**config.mk**
```make
export PLATFORM = sky130hd
export DESIGN_NAME = helo_scroll_ctrl
export DESIGN_NICKNAME = d
export VERILOG_FILES = /design/src/rtl/helo_pkg.sv /design/src/rtl/helo_seg_decoder.sv /design/src/rtl/helo_scroll_ctrl.sv
export SDC_FILE = /design/constraint.sdc
export NUM_CORES = 1
export LEC_CHECK = 0
export BUFFER_PORTS_ARGS = -buffer_cell sky130_fd_sc_hd__buf_2
export CAP_MARGIN = 15
export CORE_MARGIN = 5
export CORE_UTILIZATION = 55
export DETAILED_ROUTE_END_ITERATION = 10
export PLACE_DENSITY = 0.79
export SYNTH_ARGS = -nofsm -noshare
export SYNTH_HDL_FRONTEND = slang
export SYNTH_SLANG_ARGS = --single-unit
export TNS_END_PERCENT = 20
```
**constraint.sdc**
```tcl
create_clock -name CLOCK_50 -period 4 [get_ports CLOCK_50]
set_clock_uncertainty 0.1 [all_clocks]
set_input_delay 0.4 -clock CLOCK_50 [delete_from_list [all_inputs] [get_ports CLOCK_50]]
set_output_delay 0.4 -clock CLOCK_50 [all_outputs]
set_load 0.05 [all_outputs]
```
**src/rtl/helo_pkg.sv**
```systemverilog
// helo_pkg: shared types and constants for the HELLO scroller.
//   char_t     - 3-bit character code (1xx = blank)
//   CODE_*     - character codes for H, E, L, O and blank
//   NUM_CHARS  - message length
//   MESSAGE    - the message H,E,L,L,O indexed 0..4
//   SEG_*      - active-low seven-segment patterns, bit order [0:6] = a..g
//   msg_char   - safe message lookup (out-of-range index gives blank)
//   rot_idx    - (base + off) mod 5 for base, off in 0..4
//   next_sel   - one rotation step forward or backward, wrapping 0..4
package helo_pkg;

  typedef logic [2:0] char_t;

  localparam char_t CODE_H     = 3'b000;
  localparam char_t CODE_E     = 3'b001;
  localparam char_t CODE_L     = 3'b010;
  localparam char_t CODE_O     = 3'b011;
  localparam char_t CODE_BLANK = 3'b100;

  localparam int unsigned NUM_CHARS = 5;

  localparam char_t MESSAGE [NUM_CHARS] = '{CODE_H, CODE_E, CODE_L, CODE_L, CODE_O};

  localparam logic [0:6] SEG_H     = 7'b1001000;
  localparam logic [0:6] SEG_E     = 7'b0110000;
  localparam logic [0:6] SEG_L     = 7'b1110001;
  localparam logic [0:6] SEG_O     = 7'b0000001;
  localparam logic [0:6] SEG_BLANK = 7'b1111111;

  function automatic char_t msg_char(input logic [2:0] idx);
    char_t c;
    c = CODE_BLANK;
    if (idx < 3'd5) c = MESSAGE[idx];
    return c;
  endfunction

  function automatic logic [2:0] rot_idx(input logic [2:0] base, input logic [2:0] off);
    logic [3:0] s;
    s = {1'b0, base} + {1'b0, off};
    if (s >= 4'd5) s = s - 4'd5;
    return s[2:0];
  endfunction

  function automatic logic [2:0] next_sel(input logic [2:0] cur, input logic rev);
    logic [2:0] n;
    if (rev) begin
      n = (cur == 3'd0 || cur > 3'd4) ? 3'd4 : cur - 3'd1;
    end else begin
      n = (cur >= 3'd4) ? 3'd0 : cur + 3'd1;
    end
    return n;
  endfunction

endpackage

```
**src/rtl/helo_seg_decoder.sv**
```systemverilog
// helo_seg_decoder: character code to active-low seven-segment pattern.
//   code - 3-bit character code (char_t); any 1xx code is blank
//   seg  - segments [0:6] = a..g, active-low
module helo_seg_decoder
  import helo_pkg::*;
(
  input  char_t      code,
  output logic [0:6] seg
);

  always_comb begin
    seg = SEG_BLANK;
    case (code)
      CODE_H:  seg = SEG_H;
      CODE_E:  seg = SEG_E;
      CODE_L:  seg = SEG_L;
      CODE_O:  seg = SEG_O;
      default: seg = SEG_BLANK;
    endcase
  end

endmodule

```
**src/rtl/helo_scroll_ctrl.sv**
```systemverilog
// helo_scroll_ctrl: rotates "HELLO" across five seven-segment digits.
//   DIV        - clocks per automatic scroll step (>= 2)
//   CLOCK_50   - clock, all state on rising edge
//   reset      - synchronous active-high reset
//   run        - 1 = auto-scroll, 0 = paused
//   step       - manual advance (rising edge, honoured only while paused)
//   dir        - 0 forward, 1 reverse; exists only with SCROLL_DIR_EN defined
//   sel        - registered rotation index 0..4
//   HEX4..HEX0 - active-low digits, [0:6] = a..g; HEXk shows C[(sel+4-k) mod 5]
// Optional feature macro: SCROLL_DIR_EN (adds the dir port and reverse scrolling).
module helo_scroll_ctrl
  import helo_pkg::*;
#(
  parameter int unsigned DIV = 25_000_000
) (
  input  logic       CLOCK_50,
  input  logic       reset,
  input  logic       run,
  input  logic       step,
`ifdef SCROLL_DIR_EN
  input  logic       dir,
`endif
  output logic [2:0] sel,
  output logic [0:6] HEX4,
  output logic [0:6] HEX3,
  output logic [0:6] HEX2,
  output logic [0:6] HEX1,
  output logic [0:6] HEX0
);

  localparam int unsigned CNT_W = (DIV > 2) ? $clog2(DIV) : 1;
  localparam logic [CNT_W-1:0] CNT_LAST = CNT_W'(DIV - 1);

  logic [CNT_W-1:0] cnt;
  logic             step_q;
  logic             rev;
  logic             wrap;
  logic             step_adv;
  logic             advance;

`ifdef SCROLL_DIR_EN
  assign rev = dir;
`else
  assign rev = 1'b0;
`endif

  always_comb begin
    wrap     = run && (cnt == CNT_LAST);
    step_adv = step && !step_q && !run;
    advance  = wrap || step_adv;
  end

  // step_q follows step even while running, so a step held high across a
  // run 1->0 transition is not mistaken for a fresh press.
  always_ff @(posedge CLOCK_50) begin
    if (reset) begin
      cnt    <= '0;
      step_q <= 1'b0;
      sel    <= 3'd0;
    end else begin
      step_q <= step;
      if (run) begin
        cnt <= wrap ? '0 : cnt + CNT_W'(1);
      end
      if (advance) begin
        sel <= next_sel(sel, rev);
      end
    end
  end

  char_t code4, code3, code2, code1, code0;

  always_comb begin
    code4 = msg_char(rot_idx(sel, 3'd0));
    code3 = msg_char(rot_idx(sel, 3'd1));
    code2 = msg_char(rot_idx(sel, 3'd2));
    code1 = msg_char(rot_idx(sel, 3'd3));
    code0 = msg_char(rot_idx(sel, 3'd4));
  end

  helo_seg_decoder u_dec4 (.code(code4), .seg(HEX4));
  helo_seg_decoder u_dec3 (.code(code3), .seg(HEX3));
  helo_seg_decoder u_dec2 (.code(code2), .seg(HEX2));
  helo_seg_decoder u_dec1 (.code(code1), .seg(HEX1));
  helo_seg_decoder u_dec0 (.code(code0), .seg(HEX0));

endmodule

```
; Yosys cells after proc, flatten, opt, wreduce, memory -nomap -nowiden
; Memories as Yosys holds them, arrays and structs flattened.
; Cells that the tools add are included.
[word_totals]
reg_bits = 29
out_inout_bits = 38
wordCells = 94
mem_count = 5
mem_bits_ro = 120
input_bits = 4
[memory_table]
columns = memory, words, width, rd, rd_ports_with_merged_regs, wr, line
row1 = (name not given), 8, 3, 1, 0, 0, helo_pkg.sv:33  ; if (idx < 3'd5) c = MESSAGE[idx];
row2 = (name not given), 8, 3, 1, 0, 0, helo_pkg.sv:33
row3 = (name not given), 8, 3, 1, 0, 0, helo_pkg.sv:33
row4 = (name not given), 8, 3, 1, 0, 0, helo_pkg.sv:33
row5 = (name not given), 8, 3, 1, 0, 0, helo_pkg.sv:33
[classes]
n_mux = 27
order_cmp = 16
bitwise = 5
add_sub_neg = 11
n_eq_ne = 16
reduce_logical = 11
[op_table]
columns = cell, n
row1 = case mux 7 bit (4 select lines), 5
row2 = two-way mux 3 bit, 21
row3 = equality test 3 x 2 -> 1 bit (second input constant), 10
row4 = adder 25 x 1 -> 25 bit (second input constant), 1
row5 = equality test 25 bit (second input constant), 1
row6 = two-way mux 25 bit, 1
row7 = >= comparator 4 bit (second input constant), 5
row8 = inverter 3 -> 4 bit, 5
row9 = >= comparator 4 x 3 -> 1 bit (second input constant), 4
row10 = equality test 3 x 1 -> 1 bit (second input constant), 5
row11 = logical NOT 3 bit, 5
row12 = less-than comparator 3 bit (second input constant), 5
row13 = subtractor 3 bit (second input constant), 5
row14 = adder 3 x 2 -> 4 bit (second input constant), 2
row15 = >= comparator 3 bit (second input constant), 2
row16 = adder 3 x 1 -> 4 bit (second input constant), 1
row17 = adder 3 x 3 -> 4 bit (second input constant), 1
row18 = adder 3 x 1 -> 3 bit (second input constant), 1
row19 = logical AND 1 bit, 3
row20 = logical NOT 1 bit, 2
row21 = logical OR 1 bit, 1

; Depth between registers and ports, before layout
; Gate-level depths: netlist of the first run.
[depth]
ltp_word = 10
mapped_depth = 11
mapped_depth_nobuf = 8

; Hierarchy
; From an unflattened synthesis of the first run, not the netlist that was laid out.
[unflattened]
cells_unflattened = 289
area_unflattened_um2 = 2321.0
[modules_own_cells]
columns = mod, seq_area_each_um2, cells_each, instances, area_per_inst_um2
row1 = helo_scroll_ctrl, 580.6, 249, 1, 2052.0
row2 = helo_seg_decoder, 0.0, 8, 5, 53.8

; Worst setup path after synthesis of the first run
; OpenSTA, ideal clock, no wires.
[synth_path]
path_kind = register -> output
from = register sel[0]
to = output port HEX1[1] (netlist bit)
path_stages_with_launch = 12
arrival_time_ps = 4369
required_time_ps = 3500
slack_ps = -869
path_buffers = 3
cell_sequence = dfxtp_1 > clkbuf_1 > inv_1 > clkbuf_1 > ha_1 > ha_1 > and2_1 > a21oi_1 > nand3_1 > and4_1 > a211oi_1 > buf_4
[synth_via]
elab_chain_len = 10
elab_cells_between_ends = 15
cone_classes = add/sub (2) / order compare (2) / eq/ne (3) / mux (5) / bitwise (1) / reduce/logical (1) / memory (1)
[synth_lines]
columns = element, line
row1 = from (decl), helo_scroll_ctrl.sv:23  ; output logic [2:0] sel,
row2 = from (signal assigned), helo_scroll_ctrl.sv:66  ; sel <= next_sel(sel, rev);
row3 = adder 3 x 2 -> 4 bit (*), helo_pkg.sv:39  ; s = {1'b0, base} + {1'b0, off};
row4 = >= comparator 4 x 3 -> 1 bit / subtractor 3 bit (equally long branches), helo_pkg.sv:40  ; if (s >= 4'd5) s = s - 4'd5;
row5 = two-way mux 3 bit (*), helo_pkg.sv:40
row6 = inverter 3 -> 4 bit (not written as such), helo_pkg.sv:33
row7 = memory (8 x 3 bit), -
row8 = two-way mux 3 bit (not written as such) (2 in a row), helo_pkg.sv:33
row9 = two-way mux 3 bit (*), helo_pkg.sv:33
row10 = "equality test 3 x 2 -> 1 bit, or another cell as far along", helo_seg_decoder.sv:13  ; case (code)
row11 = case mux 7 bit (4 select lines) (*), helo_seg_decoder.sv:13
row12 = to (decl), helo_scroll_ctrl.sv:27  ; output logic [0:6] HEX1,
; Mark *: on every way between the ends. The rest lies on a longest branch, timed or not. The select of a mux whose other input is x is not followed.

; Worst setup path in the final report of the first run
[layout_path]
from = register sel[1]
to = output port HEX1[2] (netlist bit)
; The elaborated chain is that of the path after synthesis.

==> summary.txt, run 1 <==
Status
  • Status: completed

Final layout
  • Multi-input gate area: 1420 um^2
  • Area growth, synth to finish: 13.3%
  • Fin cells: 354
  • Layout fillers: 337
  • Core Util, Final: 65.6%
  • Share of post-route cells with drive strength above 1: 20.6%
  • Register area: 581 um^2
  • N_diodes: 0
  • Nets: 321

Clocking
  • CTS tree: yes
  • Post-CTS setup repair buffer count: 0
  • Hold_buf cts: 0
  • Clk pin slew, worst setup/hold paths: 70 ps
  • Clk sink count: 29
  • CTS Root Cell: clkbuf_8
  • Latest clock arrival within the worst-skew pair: 290 ps
  • CTS Buf Count: 5
  • Post-cts resize count: 0
  • H-tree levels: 2
  • Max clock buf depth: 2

STA
  • Max transition margin: 59.0%
  • Final Hold Vio Count: 0
  • Unrepaired setup endpoints after global routing: no
  • Actual slew at the worst max-slew pin: 614 ps
  • Fmax: 271 MHz
  • Hold slack: 257 ps
  • Final min period: 3690 ps
  • Final Worst Setup Slack: 308 ps
  • Fin. max-slew vios: 0
  • Finish-stage setup viols: 0
  • Period utilisation layout: 92.3%

Synthesis
  • Synth unique cells: 45
  • YS warnings: 0
  • Synth top cells by count: 42 x nor2_1, 29 x dfxtp_1, 17 x nand2_1, 17 x xnor2_1
  • Register area share after synthesis: 26.8%
  • Most used DFF post-synth: dfxtp_1
  • Cells after synthesis: 276
  • Flops & latches, synth: 29
  • Mapped Area: 2170 um^2
  • Top cell type by total area after synthesis: dfxtp_1
  • Yosys top cell area share: 26.8%
  • Syn Nets: 292
  • Fraction of registers with async set/reset: 0%
  • Average cell area after synthesis: 7.85 um^2
  • Post-synth EDFFs: 0
  • Dominant cells by area after synthesis: dfxtp_1 27%, nor2_1 7.3%, xnor2_1 6.9%
  • Most frequent cell after synthesis: nor2_1

Detailed routing
  • Post-DRT Antenna Nets: 0
  • DR vias/cell: 5.49
  • WL per Instance: 12.3 um
  • DR DRC count: 0
  • Routed vias: 1942
  • Initial DRC count: 109
  • Drt total wl: 4.37 mm
  • Pre-antenna DRT Iters: 5

Worst setup path
  • Critical path peak fanout: 11
  • Critical path launch point type: flip-flop
  • Crit-path cells: inv_1 -> ha_1 -> ha_1 -> and2_1 -> a21oi_1 -> buf_4 -> or3b_2 -> a21oi_1 -> a211oi_4 -> buf_2
  • Startpoint of the worst register-to-register path: cnt[0]
  • CP peak stage delay: 560 ps
  • Arr. time, crit path: 3190 ps
  • Critical Path RT: 3500 ps
  • Critical path origin: sel[1]
  • CP delay by family, top: adder cells
  • Worst setup EP type: primary output
  • Critical path class: reg2out
  • CP bufs+invs: 3
  • Cell at the slowest stage of the critical path: dfxtp_1

Global routing
  • Gr usage total: 17.6%
  • Initial antenna violation count: 0
  • Largest net degree at the start of global routing: 24
  • Vias in the first global route: 1673
  • Global-route wire length before repair: 7.52 mm
  • GR Overflow Total: 0

Floorplanning
  • Starting Density: 57.9%
  • Chip height: 72.8 um
  • Die width: 72.8 um
  • Die area: 5300 um^2
  • Num rows: 22
  • Boundary Pins: 42
  • Core area: 3740 um^2

Worst hold path
  • HP Start: step
  • Worst min path class: in2reg

Placed design
  • Port bufs: 41
  • RePlAce Congestion: 0.812
  • Dpl hpwl: 3.13 mm
  • DP Worst Slack: 634 ps
  • Placed Cells: 346

Run
  • MaxCap Viol Count: 0

Power
  • P per Cell Area: 350 nW/um^2
  • Final Power: 859 uW
  • Peak VDD IR: 0.267 mV
  • Leakage: 1.02 nW
-- per-stage QoR --
step                instance area [um^2]  setup TNS [ps]
floorplan                           2190            -211
global placement                    2330               0
detailed placement                  2330               0
CTS                                 2450               0
global route                        2450               0
finish                              2450               0
-- where the power goes --
part / total (mW) / switching, mW / internal [mW]
sequential: 0.294 / 0.00262 / 0.292
combinational: 0.244 / 0.185 / 0.0586
clock: 0.321 / 0.118 / 0.202
total: 0.859 / 0.306 / 0.553
-- sequential cells by signal, summed over array words and instances, names as in the netlist --
register  cells
cnt          25
sel           3
step_q        1
-- cell type report --
class	instances	area share, %
sequential	29	23.6
multi-input combinational	214	57.9
tap	48	2.45
inverter	10	1.53
clock buffer	6	3.36
timing repair buffer	45	9.58
clock inverter	2	1.53
-- worst paths after layout --
path,to,slack (ps),cells past startpoint
worst max-delay path,HEX1[2],310,10
worst min register to register,cnt[1],390,2
worst max register to register,cnt[9],1750,7
worst min-delay path,step_q,260,2
-- placed cells by master, fill, tap and decap left out, drive strengths merged, types with 2 or more instances in the layout --
cell type,count
buf,45
nor2,42
dfxtp,29
xnor2,17
nand2,17
a21oi,12
nand3,12
xor2,12
ha,11
inv,10
o21ai,10
nand4,10
nor3,9
nand2b,8
and4,6
clkbuf,6
and3,5
and2,4
mux2i,4
nor2b,4
o41ai,3
or2,3
o22ai,2
o311ai,2
or3b,2
mux2,2
nor3b,2
a211oi,2
nor4,2
-- cells by family (layout without fill, tap and decap cells) --
kind of cell    Yosys count  count (layout)  synth area share (%)
xor+xnor                 29              29                  11.7
buf+inv                  33              63                  8.55
compound gates           37              37                  10.6
mux                       6               6                  2.89
simple gates            130             130                  32.2
flops                    29              29                  26.8
fa+ha+maj                12              12                  7.27
-- per-layer routing --
| layer | wire (um) | global-route usage (%) | share of wire (%) | vias up |
|---|---|---|---|---|
| met5 | 0 | 0 | 0 | - |
| met4 | 54 | 5.53 | 1.2 | 0 |
| met3 | 264 | 5.51 | 6.0 | 5 |
| met2 | 1900 | 25.8 | 44 | 46 |
| met1 | 2150 | 24.6 | 49 | 889 |
| li1 | - | - | - | 1002 |
Power figures use the tool's default switching activity.
==> inputs of run 2 (changes only) <==
--- a/config.mk
+++ b/config.mk
@@ -8,9 +8,10 @@
 export BUFFER_PORTS_ARGS = -buffer_cell sky130_fd_sc_hd__buf_2
 export CAP_MARGIN = 15
 export CORE_MARGIN = 5
-export CORE_UTILIZATION = 55
+export CORE_UTILIZATION = 50
 export DETAILED_ROUTE_END_ITERATION = 10
-export PLACE_DENSITY = 0.79
+export PLACE_DENSITY = 0.76
+export SETUP_SLACK_MARGIN = 0.3
 export SYNTH_ARGS = -nofsm -noshare
 export SYNTH_HDL_FRONTEND = slang
 export SYNTH_SLANG_ARGS = --single-unit
==> constraint.sdc (replaced) <==
create_clock -name CLOCK_50 -period 3 [get_ports CLOCK_50]
set_clock_uncertainty 0.1 [all_clocks]
set_input_delay 0.3 -clock CLOCK_50 [delete_from_list [all_inputs] [get_ports CLOCK_50]]
set_output_delay 0.3 -clock CLOCK_50 [all_outputs]
set_load 0.05 [all_outputs]
==> run 2 against run 1 <==
  * Largest power group is now combinational cells
  * Highest routed layer unchanged
  * Count of clock-buffer cells in the layout is 1 higher
  * Design area is 18% higher
  * Die area is 8.6% higher
  * Wire length is 25% higher
  * Final cell count is 6.2% higher
  * Worst setup slack worse by 120 ps
  * Clock power is 2% lower
  * Non-clock buffer count is 19 higher
==> summary.txt, run 2 (synthesis gave the netlist of run 1 again) <==
Status
  • Status: completed

Final layout
  • Area growth, synth to finish: 33.4%
  • N_diodes: 0 (unchanged)
  • Post-route cell area: 2890 um^2 (+18%)
  • Fin cells: 376 (+6.2%)
  • Share of post-route cells with drive strength above 1: 36.1% (+16 points)
  • Largest register by flop count: cnt
  • Nets: 340 (+5.9%)
  • Most frequent cells in the layout: 38 x nor2_1, 28 x buf_2, 26 x dfxtp_1
  • Largest registers: cnt (25), sel (3), step_q (1)
  • Most common cell after layout, fill and taps aside: nor2_1
  • Number of flip-flops under the largest register name: 25 (unchanged)
  • Core Util, Final: 67.8% (+2.2 points)

Clocking
  • CTS Root Cell: clkbuf_8
  • Latest clock arrival within the worst-skew pair: 280 ps (about the same)
  • H-tree levels: 2 (unchanged)
  • Max clock buf depth: 2 (unchanged)
  • Clk pin slew, worst setup/hold paths: 60 ps (about the same)
  • CTS Buf Count: 5 (unchanged)
  • Clk sink count: 29 (unchanged)
  • CTS tree: yes

Detailed routing
  • WL per Instance: 14.6 um (+18%)
  • Pre-antenna DRT Iters: 4 (-1)
  • Drt total wl: 5.48 mm (+25%)
  • Post-DRT Antenna Nets: 0 (unchanged)
  • DR DRC count: 0 (unchanged)
  • DR vias/cell: 5.69 (+3.7%)
  • Routed vias: 2139 (+10%)
  • Initial DRC count: 86 (-21%)

Placed design
  • Dpl hpwl: 3.41 mm (+8.7%)
  • Post-DP Area: 2470 um^2 (+5.7%)
  • RePlAce Congestion: 0.799 (-1.6%)
  • Placed Cells: 350 (+1.2%)
  • DP Worst Slack: 198 ps (-437 ps)
  • Port bufs: 41 (unchanged)

Run
  • MaxCap Viol Count: 0 (unchanged)

Global routing
  • GR Overflow Total: 0 (unchanged)
  • Vias in the first global route: 1872 (+12%)
  • Gr usage total: 19.0% (+1.4 points)
  • Largest net degree at the start of global routing: 24 (unchanged)
  • Global-route wire length before repair: 8.47 mm (+13%)
  • Initial antenna violation count: 0 (unchanged)

Worst setup path
  • Crit-path cells: inv_2 -> ha_4 -> inv_1 -> fa_2 -> a21oi_2 -> nor2_1 -> mux2_4 -> xnor2_2 -> buf_6
  • Arr. time, crit path: 2410 ps (-780 ps)
  • Worst setup EP type: primary output
  • Critical path peak fanout: 5 (-6)
  • Critical path class: reg2out
  • CP peak stage delay: 450 ps (-110 ps)
  • Cell at the slowest stage of the critical path: fa_2
  • R2R Setup Slk: 800 ps (-950 ps)
  • Critical Path RT: 2600 ps (-900 ps)
  • Critical path launch point type: flip-flop

Power
  • Leakage: 1.17 nW (+15%)
  • Final Power: 1.12 mW (+30%)
  • P per Cell Area: 387 nW/um^2 (+11%)
  • Peak VDD IR: 0.388 mV (+45%)

STA
  • Final min period: 2810 ps
  • Fin. max-slew vios: 0 (unchanged)
  • Unrepaired setup endpoints after global routing: yes
  • Aggregate negative setup slack: 0 ps (unchanged)
  • Period utilisation layout: 93.8%
  • Hold slack: 144 ps (-113 ps)
  • Final Worst Setup Slack: 187 ps (-120 ps)
  • Fmax: 356 MHz
  • Max transition margin: 58.6% (-0.42 points)
  • Final Hold Vio Count: 0 (unchanged)
  • Finish-stage setup viols: 0 (unchanged)
  • Actual slew at the worst max-slew pin: 620 ps (+6.22 ps)

Floorplanning
  • Num rows: 24 (+9.1%)
  • Boundary Pins: 42 (unchanged)
  • Die area: 5750 um^2 (+8.6%)
  • Core area: 4260 um^2 (+14%)
  • Chip height: 75.8 um (+4.2%)
  • Starting Density: 50.8% (-7.1 points)
  • Die width: 75.8 um (+4.2%)

Worst hold path
  • Worst min path class: in2reg
-- run 2: cell count changes in the layout (fill, tap and decap cells not counted), sizes merged --
cell,previous run,this run
buf,45,64
clkbuf,6,7
clkinvlp,1,2
bufinv,1,0
inv,10,8
-- run 2: worst max-delay path, delay by kind of cell (launching register included) --
family          cells  cell delay [ps]
buf+inv             3              360
fa+ha+maj           2              630
simple gates        1              110
compound gates      1              160
xor+xnor            1              180
mux                 1              330
flops               1              360
-- run 2: layout make-up --
class / count / area, um^2
well taps: 52 / 65.1
inverters: 10 / 45.0
fillers: 329 / 1370
flip-flops and latches: 29 / 592
multi-input cells: 214 / 1640
repair buffers: 64 / 459
clock buffers: 7 / 86.3
-- run 2: path summary, 6_finish.rpt --
kind	cells past startpoint	startpoint	endpoint
worst max-delay path	9	sel[0]	HEX2[3]
worst min-delay path	2	step	step_q
worst max register to register	8	cnt[0]	cnt[17]
worst min register to register	2	cnt[1]	cnt[1]
-- run 2: where the power goes --
| group | switching, mW | leakage, nW | total [mW] | internal [mW] |
|---|---|---|---|---|
| combinational | 0.280 | 0.889 | 0.413 | 0.133 |
| clock | 0.132 | 0.0443 | 0.313 | 0.181 |
| sequential | 0.00421 | 0.237 | 0.392 | 0.388 |
-- run 2: timing repair --
action,in CTS,in global routing
hold buffers,0,0
setup endpoints to repair,25,31
gates resized for setup,37,20
pin swaps,5,4
buffers inserted,13,6
-- run 2: per-layer routing --
| layer | share of wire [%] | track usage (%) |
|---|---|---|
| met2 | 52 | 33.7 |
| met4 | 3.5 | 10.5 |
| met3 | 5.2 | 3.56 |
| met1 | 39 | 21.1 |
| met5 | 0 | 0 |
